[src/rtl/input_conditioner.sv]
// Synchronises and debounces three raw switch levels, emits per-bit edge pulses and a buffered change-event record.
// Optional feature: define INCOND_TIMESTAMP_EN to add a cycle-count timestamp (evt_time) to each event record.
module input_conditioner #(
  parameter int DEB_CYCLES = 1000,
  parameter int CNT_W      = 16
`ifdef INCOND_TIMESTAMP_EN
  ,
  parameter int TS_W       = 32
`endif
) (
  input  logic       clk,
  input  logic       rst,
  input  logic [2:0] raw_in,
  output logic       a_out,
  output logic       b_out,
  output logic       c_out,
  output logic [2:0] rise,
  output logic [2:0] fall,
  output logic       evt_valid,
  input  logic       evt_ready,
  output logic [2:0] evt_data,
  output logic       evt_ovf,
  input  logic       ovf_clr
`ifdef INCOND_TIMESTAMP_EN
  ,
  output logic [TS_W-1:0] evt_time
`endif
);

  localparam logic [CNT_W-1:0] CNT_LAST = CNT_W'(DEB_CYCLES - 1);

  logic [2:0]       sync1_q, sync1_d, sync2_q, sync2_d;
  logic [2:0]       stable_q, stable_d;
  logic [2:0]       rise_q, rise_d, fall_q, fall_d;
  logic [CNT_W-1:0] cnt_q [3];
  logic [CNT_W-1:0] cnt_d [3];
  logic             evt_valid_q, evt_valid_d;
  logic [2:0]       evt_data_q, evt_data_d;
  logic             evt_ovf_q, evt_ovf_d;
  logic             change;

  // NOTE: every always_comb output gets a default first so no path can infer a latch.
  always_comb begin
    sync1_d  = raw_in;
    sync2_d  = sync1_q;
    stable_d = stable_q;
    for (int i = 0; i < 3; i++) begin
      cnt_d[i] = '0;
      if (sync2_q[i] != stable_q[i]) begin
        if (cnt_q[i] == CNT_LAST) stable_d[i] = sync2_q[i];
        else                      cnt_d[i]    = cnt_q[i] + CNT_W'(1);
      end
    end
    rise_d = stable_d & ~stable_q;
    fall_d = ~stable_d & stable_q;
    change = |(stable_d ^ stable_q);
  end

  // A change that lands on an accepting edge reloads the record instead of overflowing.
  always_comb begin
    evt_valid_d = evt_valid_q;
    evt_data_d  = evt_data_q;
    evt_ovf_d   = evt_ovf_q;
    if (ovf_clr) evt_ovf_d = 1'b0;
    if (change) begin
      evt_valid_d = 1'b1;
      evt_data_d  = stable_d;
      if (evt_valid_q && !evt_ready) evt_ovf_d = 1'b1;
    end else if (evt_valid_q && evt_ready) begin
      evt_valid_d = 1'b0;
    end
  end

  // NOTE: sequential state uses non-blocking assignments only; the debounce counters are reset with the rest.
  always_ff @(posedge clk) begin
    if (rst) begin
      sync1_q     <= '0;
      sync2_q     <= '0;
      stable_q    <= '0;
      rise_q      <= '0;
      fall_q      <= '0;
      for (int i = 0; i < 3; i++) cnt_q[i] <= '0;
      evt_valid_q <= 1'b0;
      evt_data_q  <= '0;
      evt_ovf_q   <= 1'b0;
    end else begin
      sync1_q     <= sync1_d;
      sync2_q     <= sync2_d;
      stable_q    <= stable_d;
      rise_q      <= rise_d;
      fall_q      <= fall_d;
      for (int i = 0; i < 3; i++) cnt_q[i] <= cnt_d[i];
      evt_valid_q <= evt_valid_d;
      evt_data_q  <= evt_data_d;
      evt_ovf_q   <= evt_ovf_d;
    end
  end

`ifdef INCOND_TIMESTAMP_EN
  logic [TS_W-1:0] ts_q, ts_d, evt_time_q, evt_time_d;

  always_comb begin
    ts_d       = ts_q + TS_W'(1);
    evt_time_d = change ? ts_q : evt_time_q;
  end

  always_ff @(posedge clk) begin
    if (rst) begin
      ts_q       <= '0;
      evt_time_q <= '0;
    end else begin
      ts_q       <= ts_d;
      evt_time_q <= evt_time_d;
    end
  end

  assign evt_time = evt_time_q;
`endif

  assign a_out     = stable_q[0];
  assign b_out     = stable_q[1];
  assign c_out     = stable_q[2];
  assign rise      = rise_q;
  assign fall      = fall_q;
  assign evt_valid = evt_valid_q;
  assign evt_data  = evt_data_q;
  assign evt_ovf   = evt_ovf_q;

endmodule

[config.mk]
export PLATFORM = sky130hd
export DESIGN_NAME = input_conditioner
export DESIGN_NICKNAME = d
export VERILOG_FILES = /design/src/rtl/input_conditioner.sv
export SDC_FILE = /design/constraint.sdc
export NUM_CORES = 1
export LEC_CHECK = 0
export BUFFER_PORTS_ARGS = -buffer_cell sky130_fd_sc_hd__buf_2
export CAP_MARGIN = 30
export CORE_ASPECT_RATIO = 2
export CORE_MARGIN = 4
export CORE_UTILIZATION = 30
export DETAILED_ROUTE_END_ITERATION = 6
export MAX_ROUTING_LAYER = met4
export PLACE_DENSITY = 0.52
export SYNTH_ARGS = -nofsm -noshare
export SYNTH_HDL_FRONTEND = slang
export SYNTH_SLANG_ARGS = --single-unit
[constraint.sdc]
create_clock -name clk -period 3.4 [get_ports clk]
set_clock_uncertainty 0.05 [all_clocks]
set_input_delay 0.17 -clock clk [delete_from_list [all_inputs] [get_ports clk]]
set_output_delay 0.17 -clock clk [all_outputs]
set_load 0.05 [all_outputs]
==> results of run 1 <==
==> flip-flops by register name, indices dropped and copies added (netlist names) <==
name and count:
evt_data 3, stable_q 3, sync2_q 3, evt_valid 1, sync1_q 3, evt_ovf 1, cnt_q 48, fall 3
rise 3
==> kinds of logic after synthesis <==
kind of cell,Yosys count,share of synthesized area [%]
compound gates,5,1.618
xor+xnor,45,13.77
fa+ha+maj,9,3.935
buf+inv,26,4.197
flops,68,47.57
mux,3,1.049
simple gates,155,27.85
==> critical path, stage by stage (launching register included) <==
cell and delay (ns):
dfxtp_1 0.37, or4_4 0.57, nor4_4 0.30, mux2i_1 0.41, inv_1 0.09, ha_1 0.28, nand3_1 0.24, a32oi_1 0.28
nor2_1 0.05
==> metal layers <==
layer | share of wire [%] | wire length (um)
met1 | 39 | 2128
met2 | 54 | 2948
met3 | 4.3 | 234
met4 | 3.5 | 192
met5 | 0 | 0
==> cells in the final DEF, fill, tap and decap left out, types with 9 or more instances in the layout <==
master,n
dfxtp_1,68
nor2_1,62
xnor2_1,36
buf_2,20
inv_1,18
nand3_1,16
nand4_1,15
nor3_1,13
nor2b_1,12
nor4_1,11
nand2_1,11
xor2_1,9
ha_1,9
clkbuf_16,9
==> report_power, final <==
part	total (W)	switching, W	leakage [nW]	internal (W)
clock	0.00102	0.000340	0.158	0.000682
sequential	0.000804	0.00000243	0.549	0.000802
combinational	0.0000200	0.0000115	0.440	0.00000853
total	0.00185	0.000353	1.15	0.00149
==> stage by stage <==
step,area (um^2),hold slack [ns],cells
6_report,3413,0.08062,447
3_3_place_gp,3047,0.3321,428
4_1_cts,3413,0.07365,447
5_1_grt,3413,0.09499,447
2_1_floorplan,2861,0.2482,311
3_5_place_dp,3047,0.3322,428
==> worst max-delay path by stage <==
stage	slack [ns]	from	end
6_report	0.63	cnt_q[0][35]	evt_ovf
5_1_grt	0.40	cnt_q[0][35]	evt_ovf
4_1_cts	0.59	cnt_q[0][35]	evt_ovf
3_5_place_dp	0.60	cnt_q[0][35]	evt_ovf
3_3_place_gp	0.68	cnt_q[0][35]	evt_ovf
2_1_floorplan	0.86	cnt_q[0][19]	evt_ovf
==> area by class of cell <==
| class | instances | area, um^2 | area share [%] |
|---|---|---|---|
| clock inverter | 5 | 83.83 | 2.456 |
| tap | 104 | 130.1 | 3.812 |
| clock buffer | 11 | 252.7 | 7.405 |
| multi-input combinational | 217 | 1380 | 40.43 |
| sequential | 68 | 1361 | 39.88 |
| inverter | 18 | 67.56 | 1.979 |
| timing repair buffer | 24 | 137.6 | 4.032 |
==> what timing repair did <==
| item | 4_1_cts | 5_1_grt |
|---|---|---|
| endpoints found under the hold margin | 3 | 0 |
| endpoints found under the setup margin | 0 | 0 |
| hold buffers | 3 | 0 |
==> reports/results.tsv, run 1 <==
metric	value	unit
initial antenna violation count	0	
worst-margin pin slew	0.5446	ns
final wirelength	5504	um
Max VDD drop	403.4	uV
Area Overhead vs Synth	19.28	%
setup repair bufs after CTS	0	
Avg Inst Size Synth	9.201	um^2
GR Overflow Total	0	
Clk pin slew, worst setup/hold paths	0.05	ns
met3 Use GR	4.383	%
root buffer cell	clkbuf_16	
Routed wire per std cell	12.31	um
Hold Vio Cnt, Final	0	
Core Region	9321	um^2
PwrDens	540.8	nW/um^2
mean number of vias per cell	4.810	
Synth Cell Area	2861	um^2
post-synth top area cell	dfxtp_1	
Place WS	0.5957	ns
TNS Setup	0	ns
Worst Path Required	3.55	ns
Initial Util	30.70	%
vias	2150	
met1 global-route usage	9.245	%
CTS resizes	0	
largest net degree at the start of global routing	24	
RR Endpoint	evt_ovf	
clock sink count	68	
Max-Cap Viols	0	
top cells by count, synth	68 x dfxtp_1, 62 x nor2_1, 36 x xnor2_1	
leakage	1.147	nW
row cnt	50	
layout filler cell count	913	
top-area cell type share of the netlist area	47.57	%
fin crit share	81.49	%
CTS H-tree lvls	3	
CP max FO	8	
Hold Crit Start	ovf_clr	
async set-reset flop share out of synthesis	0	%
sequential area share after synthesis	47.57	%
GPL Wtd Cong	0.7569	
number of distinct library cells after synthesis	30	
chip height	146.1	um
DP Wirelength	4036	um
clock latency on the worst-skew pair	0.33	ns
shortest period the worst path allows	2.771	ns
final slew viol count	0	
Worst slew margin	63.69	%
Setup Crit Path Kind	reg2reg	
Worst EP arrival	2.93	ns
worst r2r src	cnt_q[0][35]	
Total Nets Final	354	
f_max	0.3609	GHz
Cells after Synth	311	
most common cell in the netlist	dfxtp_1	
Startpoint Class	register	
status	complete, no violations	
Worst Hold Depth	4	
die footprint	11260	um^2
Final WS setup	0.6293	ns
Worst Setup End Kind	register	
Ports	21	
share of post-route cells with drive strength above 1	12.24	%
gr busiest metal	met2	
RSZ-0062 raised after global routing	false	
met2 Resource Use GR	19.27	%
TritonCTS buffer count	9	
Reg2Reg Depth	8	
Reg2Reg Setup Slack	0.63	ns
Port Buffer Count	20	
EDFF count, synth	0	
Tot GR Track Use	10.98	%
Seq cells post-synth	68	
CTS tree	built	
final setup vio count	0	
post-layout utilization of the core	36.62	%
hold path endpoint	evt_ovf	
first-pass GRT wire length	9315	um
clk buf depth	2	
DRC violations left	0	
drt first pass iters	4	
remaining antenna violation count	0	
Warnings, synthesis	0	
top_reg_cell synth	dfxtp_1	
Mapped Nets	327	
Min-Delay Path Class	in2reg	
Starting DRT DRC Count	37	
vias in the first global route	2110	
ranking of synthesized cells by area	dfxtp_1 48%, xnor2_1 11%, nor2_1 8.1%	
Die X	77.06	um
Overall Power	0.001846	W
ANT cells	0	
(Power assumes the default switching activity.)
==> inputs of run 2 (changes only) <==
PLACE_DENSITY = 0.54   (was 0.52)
clock period = 2.5 ns   (was 3.4 ns; I/O delays follow)
==> reports/results.tsv, run 2 (synthesized netlist as in run 1, its figures left out) <==
metric	value	unit	change
status	complete, no violations		unchanged
Setup Crit Path Kind	reg2reg		unchanged
Hold Vio Cnt, Final	0		unchanged
setup repair bufs after CTS	0		unchanged
mean number of vias per cell	4.834		was 4.810
Area Overhead vs Synth	27.63	%	was 19.28%
clock latency on the worst-skew pair	0.33	ns	about the same
share of post-route cells with drive strength above 1	18.36	%	was 12.24%
GPL Wtd Cong	0.8159		was 0.7569
combinational fraction of design power	1.1	%	about the same
Min-Delay Path Class	in2reg		unchanged
largest register by flop count	cnt_q		unchanged
remaining antenna violation count	0		unchanged
largest net degree at the start of global routing	24		unchanged
CTS H-tree lvls	3		unchanged
TritonCTS buffer count	9		unchanged
clock network fraction of total power	58.1	%	was 55.4%
leakage	1.284	nW	was 1.147 nW
cell family with most CP delay	simple AND/OR/NAND/NOR gates		unchanged
Placed Cells	450		was 428
PwrDens	732.5	nW/um^2	was 540.8 nW/um^2
Worst EP arrival	2.51	ns	was 2.93 ns
met1 global-route usage	10.04	%	was 9.245%
met3 Use GR	3.765	%	was 4.383%
Starting DRT DRC Count	77		was 37
Cell Chain, Critical Path	or4_4, nor4_4, mux2i_1, inv_1, ha_1, nand3_4, a32oi_1, nor2_1		was or4_4, nor4_4, mux2i_1, inv_1, ha_1, nand3_1, a32oi_1, nor2_1
Worst slew margin	61.88	%	was 63.69%
vias in the first global route	2274		was 2110
Final WS setup	0.1515	ns	was 0.6293 ns
Die X	77.06	um	unchanged
cell-internal power	0.002206	W	was 0.001493 W
Port Buffer Count	20		unchanged
most frequent cells in the layout	68 x dfxtp_1, 62 x nor2_1, 36 x xnor2_1		unchanged
Max VDD drop	443.3	uV	was 403.4 uV
Switching Fraction	17.55	%	was 19.15%
WP buf/inv	1		unchanged
die footprint	11260	um^2	unchanged
row cnt	50		unchanged
Worst Path Required	2.66	ns	was 3.55 ns
vias	2267		was 2150
met2 Resource Use GR	20.67	%	was 19.27%
Hold Crit Start	ovf_clr		unchanged
worst-margin pin slew	0.5718	ns	was 0.5446 ns
final setup vio count	0		unchanged
Worst Setup SP	cnt_q[0][35]		unchanged
Max-Cap Viols	0		unchanged
Overall Power	0.002675	W	was 0.001846 W
DRC violations left	0		unchanged
Startpoint Class	register		unchanged
chip height	146.1	um	unchanged
Ports	21		unchanged
CP max FO	8		unchanged
critical path's largest stage delay	0.54	ns	was 0.57 ns
shortest period the worst path allows	2.348	ns	was 2.771 ns
worst r2r src	cnt_q[0][35]		unchanged
max reg flops	48		unchanged
CTS tree	built		unchanged
Switch Pwr	0.0004695	W	was 0.0003535 W
Routed wire per std cell	12.25	um	was 12.31 um
root buffer cell	clkbuf_16		unchanged
fin cells	469		was 447
Flop pwr share	40.9	%	was 43.6%
RSZ-0062 raised after global routing	true		was false
Initial Util	30.70	%	unchanged
Core Region	9321	um^2	unchanged
layout filler cell count	934		was 913
final wirelength	5745	um	was 5504 um
Clk pin slew, worst setup/hold paths	0.05	ns	about the same
fin crit share	93.94	%	was 81.49%
Slowest-stage cell, CP	or4_4		unchanged
Worst Setup End Kind	register		unchanged
GR Overflow Total	0		unchanged
clock sink count	68		unchanged
Tot GR Track Use	11.44	%	was 10.98%
Total Nets Final	376		was 354
clk buf depth	2		unchanged
ANT cells	0		unchanged
DP Wirelength	4174	um	was 4036 um
final slew viol count	0		unchanged
drt first pass iters	4		unchanged
initial antenna violation count	0		unchanged
gr busiest metal	met2		unchanged
most common cell after layout, fill and taps aside	dfxtp_1		unchanged
Place WS	0.03134	ns	was 0.5957 ns
first-pass GRT wire length	9867	um	was 9315 um
f_max	0.4258	GHz	was 0.3609 GHz
[run 2: cell types whose count changed in the layout (fill, tap and decap cells not counted), moves of 2 or more]
cell,delta
or4_4,+2
bufinv_16,+2
clkinvlp_4,-2
or4_1,-2
buf_4,+22
ha_1,-2
clkbuf_1,+2
[run 2: path summary, 6_finish.rpt]
kind	endpoint	slack [ns]	cells after the start
max	evt_ovf	0.15	8
min reg2reg	sync2_q[1]	0.39	1
min	evt_ovf	0.05	4
max reg2reg	evt_ovf	0.15	8
[run 2: repair_timing]
item	in CTS	in global routing
hold endpoints to repair	3	0
setup endpoints to repair	0	5
hold buffers	3	0
gates resized for setup	0	6
[run 2: final cells by class]
class,count,area [um^2],share of cell area [%]
clock buffers,12,246.5,6.749
clock inverters,4,120.1,3.289
inverters,18,67.56,1.850
multi-input cells,217,1424,38.99
flip-flops and latches,68,1361,37.27
well taps,104,130.1,3.563
repair buffers,46,302.8,8.291
[run 2: worst reg2reg max path, delay by kind of cell (launching register included)]
kind | cells | cell delay (ns)
buffers and inverters | 1 | 0.07
and+or+nand+nor | 4 | 1.03
muxes | 1 | 0.27
AOI/OAI and AO/OA | 1 | 0.20
DFF | 1 | 0.31
adders and majority gates | 1 | 0.32
[run 2: power by group through the flow]
stage	registers [W]	clock network [W]	logic [W]
finish	0.00109	0.00155	0.0000288
global route	0.00109	0.00163	0.0000328
CTS	0.00109	0.00159	0.0000295
detailed placement	0.00112	0	0.0000258
global placement	0.00112	0	0.0000255
floorplan	0.00112	0	0.0000186
[run 2: per-layer routing]
metal,share of wire (%),vias up
li1,-,1142
met1,37,1073
met2,56,38
met4,3.1,0
met5,0,-
met3,3.7,14
[run 2: through the flow]
| step | TNS [ns] | instance area (um^2) | hold slack (ns) | utilization (%) |
|---|---|---|---|---|
| final | 0 | 3652 | 0.04671 | 39.18 |
| after global routing | -0.03148 | 3652 | 0.09451 | 39.18 |
| after global placement | 0 | 3217 | 0.2873 | 34.51 |
| after CTS | 0 | 3613 | 0.02615 | 38.77 |
| after floorplan | 0 | 2867 | 0.2032 | - |
| after detailed placement | 0 | 3217 | 0.2923 | 34.51 |
==> inputs of run 3 (changes only) <==
PLACE_DENSITY = unset   (was 0.54)
==> reports/results.tsv, run 3 (synthesized netlist as in run 1, its figures left out) <==
metric	value	unit	change
Reg2Reg Setup Slack	0.11	ns	was 0.15 ns
PwrDens	663.1	nW/um^2	was 732.5 nW/um^2
met1 global-route usage	11.19	%	was 10.04%
first-pass GRT wire length	9756	um	was 9867 um
CTS H-tree lvls	3		unchanged
remaining antenna violation count	0		unchanged
chip height	146.1	um	unchanged
ANT cells	0		unchanged
drt first pass iters	4		unchanged
vias in the first global route	2195		was 2274
mean number of vias per cell	4.797		was 4.834
vias	2240		was 2267
status	complete, no violations		unchanged
root buffer cell	clkbuf_16		unchanged
TNS Setup	0	ns	unchanged
final setup vio count	0		unchanged
Slowest-stage cell, CP	or4_4		unchanged
share of post-route cells with drive strength above 1	18.18	%	was 18.36%
GPL Wtd Cong	0.8102		was 0.8159
fin crit share	95.76	%	was 93.94%
most common cell after layout, fill and taps aside	dfxtp_1		unchanged
GR Overflow Total	0		unchanged
worst-margin pin slew	0.5569	ns	was 0.5718 ns
Max VDD drop	483.3	uV	was 443.3 uV
Overall Power	0.002358	W	was 0.002675 W
Die X	77.06	um	unchanged
DRC violations left	0		unchanged
Placed Instance Area	3179	um^2	was 3217 um^2
Starting DRT DRC Count	52		was 77
largest net degree at the start of global routing	24		unchanged
CP max FO	8		unchanged
met2 Resource Use GR	19.32	%	was 20.67%
initial antenna violation count	0		unchanged
Worst Setup End Kind	register		unchanged
DP Wirelength	3982	um	was 4174 um
Initial Util	30.70	%	unchanged
die footprint	11260	um^2	unchanged
most frequent cells in the layout	67 x dfxtp_1, 62 x nor2_1, 36 x xnor2_1		was 68 x dfxtp_1, 62 x nor2_1, 36 x xnor2_1
Worst Path Required	2.65	ns	was 2.66 ns
leakage	1.232	nW	was 1.284 nW
Ports	21		unchanged
met3 Use GR	2.654	%	was 3.765%
Hold Vio Cnt, Final	0		unchanged
Core Region	9321	um^2	unchanged
clock latency on the worst-skew pair	0.33	ns	about the same
Cell Chain, Critical Path	or4_4, nor4_4, mux2i_1, inv_1, ha_1, nand3_4, a32oi_1, nor2_1		unchanged
CTS tree	built		unchanged
Clk pin slew, worst setup/hold paths	0.05	ns	about the same
final wirelength	5638	um	was 5745 um
Routed wire per std cell	12.07	um	was 12.25 um
largest register by flop count	cnt_q		unchanged
Port Buffer Count	20		unchanged
f_max	0.4177	GHz	was 0.4258 GHz
Total Nets Final	374		was 376
Placed Cells	445		was 450
Setup Crit Path Kind	reg2reg		unchanged
Min-Delay Path Class	in2reg		unchanged
clock sink count	68		unchanged
clk buf depth	2		unchanged
Tot GR Track Use	11.02	%	was 11.44%
Worst slew margin	62.87	%	was 61.88%
Worst EP arrival	2.55	ns	was 2.51 ns
Final WS setup	0.1061	ns	was 0.1515 ns
row cnt	50		unchanged
critical path's largest stage delay	0.55	ns	was 0.54 ns
shortest period the worst path allows	2.394	ns	was 2.348 ns
TritonCTS buffer count	9		unchanged
final slew viol count	0		unchanged
Startpoint Class	register		unchanged
Finished Cell Area	3556	um^2	was 3652 um^2
max reg flops	48		unchanged
fin cells	467		was 469
Area Overhead vs Synth	24.27	%	was 27.63%
gr busiest metal	met2		unchanged
Max-Cap Viols	0		unchanged
Place WS	0.05117	ns	was 0.03134 ns
run 3: metal layers:
layer / vias to the layer above / wire [um]
met2: 47 / 3130
li1: 1141 / -
met1: 1042 / 2202
met4: 0 / 119
met3: 10 / 185
met5: - / 0
run 3: worst paths after layout:
path | from | endpoint | cells after the start
max reg2reg | cnt_q[0][26] | evt_ovf | 8
min reg2reg | sync1_q[0] | sync2_q[0] | 1
min | ovf_clr | evt_ovf | 4
max | cnt_q[0][26] | evt_ovf | 8
run 3: power breakdown:
group | switching (W) | total [W] | internal [W]
clock | 0.000466 | 0.00124 | 0.000771
sequential | 0.00000325 | 0.00109 | 0.00109
combinational | 0.0000157 | 0.0000279 | 0.0000121
total | 0.000485 | 0.00236 | 0.00187
run 3: worst max-delay path: cells and delay by family (launching register included):
family / cells / cell delay (ns)
buffers and inverters: 1 / 0.07
DFF: 1 / 0.31
AOI/OAI and AO/OA: 1 / 0.21
and+or+nand+nor: 4 / 1.03
muxes: 1 / 0.28
adders and majority gates: 1 / 0.32
run 3: what timing repair did:
action                                 4_1_cts  5_1_grt
endpoints found under the hold margin        3        0
setup endpoints to repair                    0        5
hold buffers                                 3        0
setup buffers                                0        3
resized for setup                            0        6
run 3: through the flow:
stage / utilization (%) / hold WS [ns]
finish: 38.15 / 0.03243
global placement: 34.11 / 0.2867
CTS: 37.57 / 0.02427
detailed placement: 34.11 / 0.2912
global route: 38.15 / 0.09113
floorplan: - / 0.2032
run 3: final cells by class:
class | instances | area (um^2)
clock buffers | 10 | 229.0
clock inverters | 6 | 63.81
fillers | 909 | 5766
inverters | 18 | 67.56
multi-input cells | 217 | 1415
flip-flops and latches | 68 | 1363
well taps | 104 | 130.1
repair buffers | 44 | 287.8
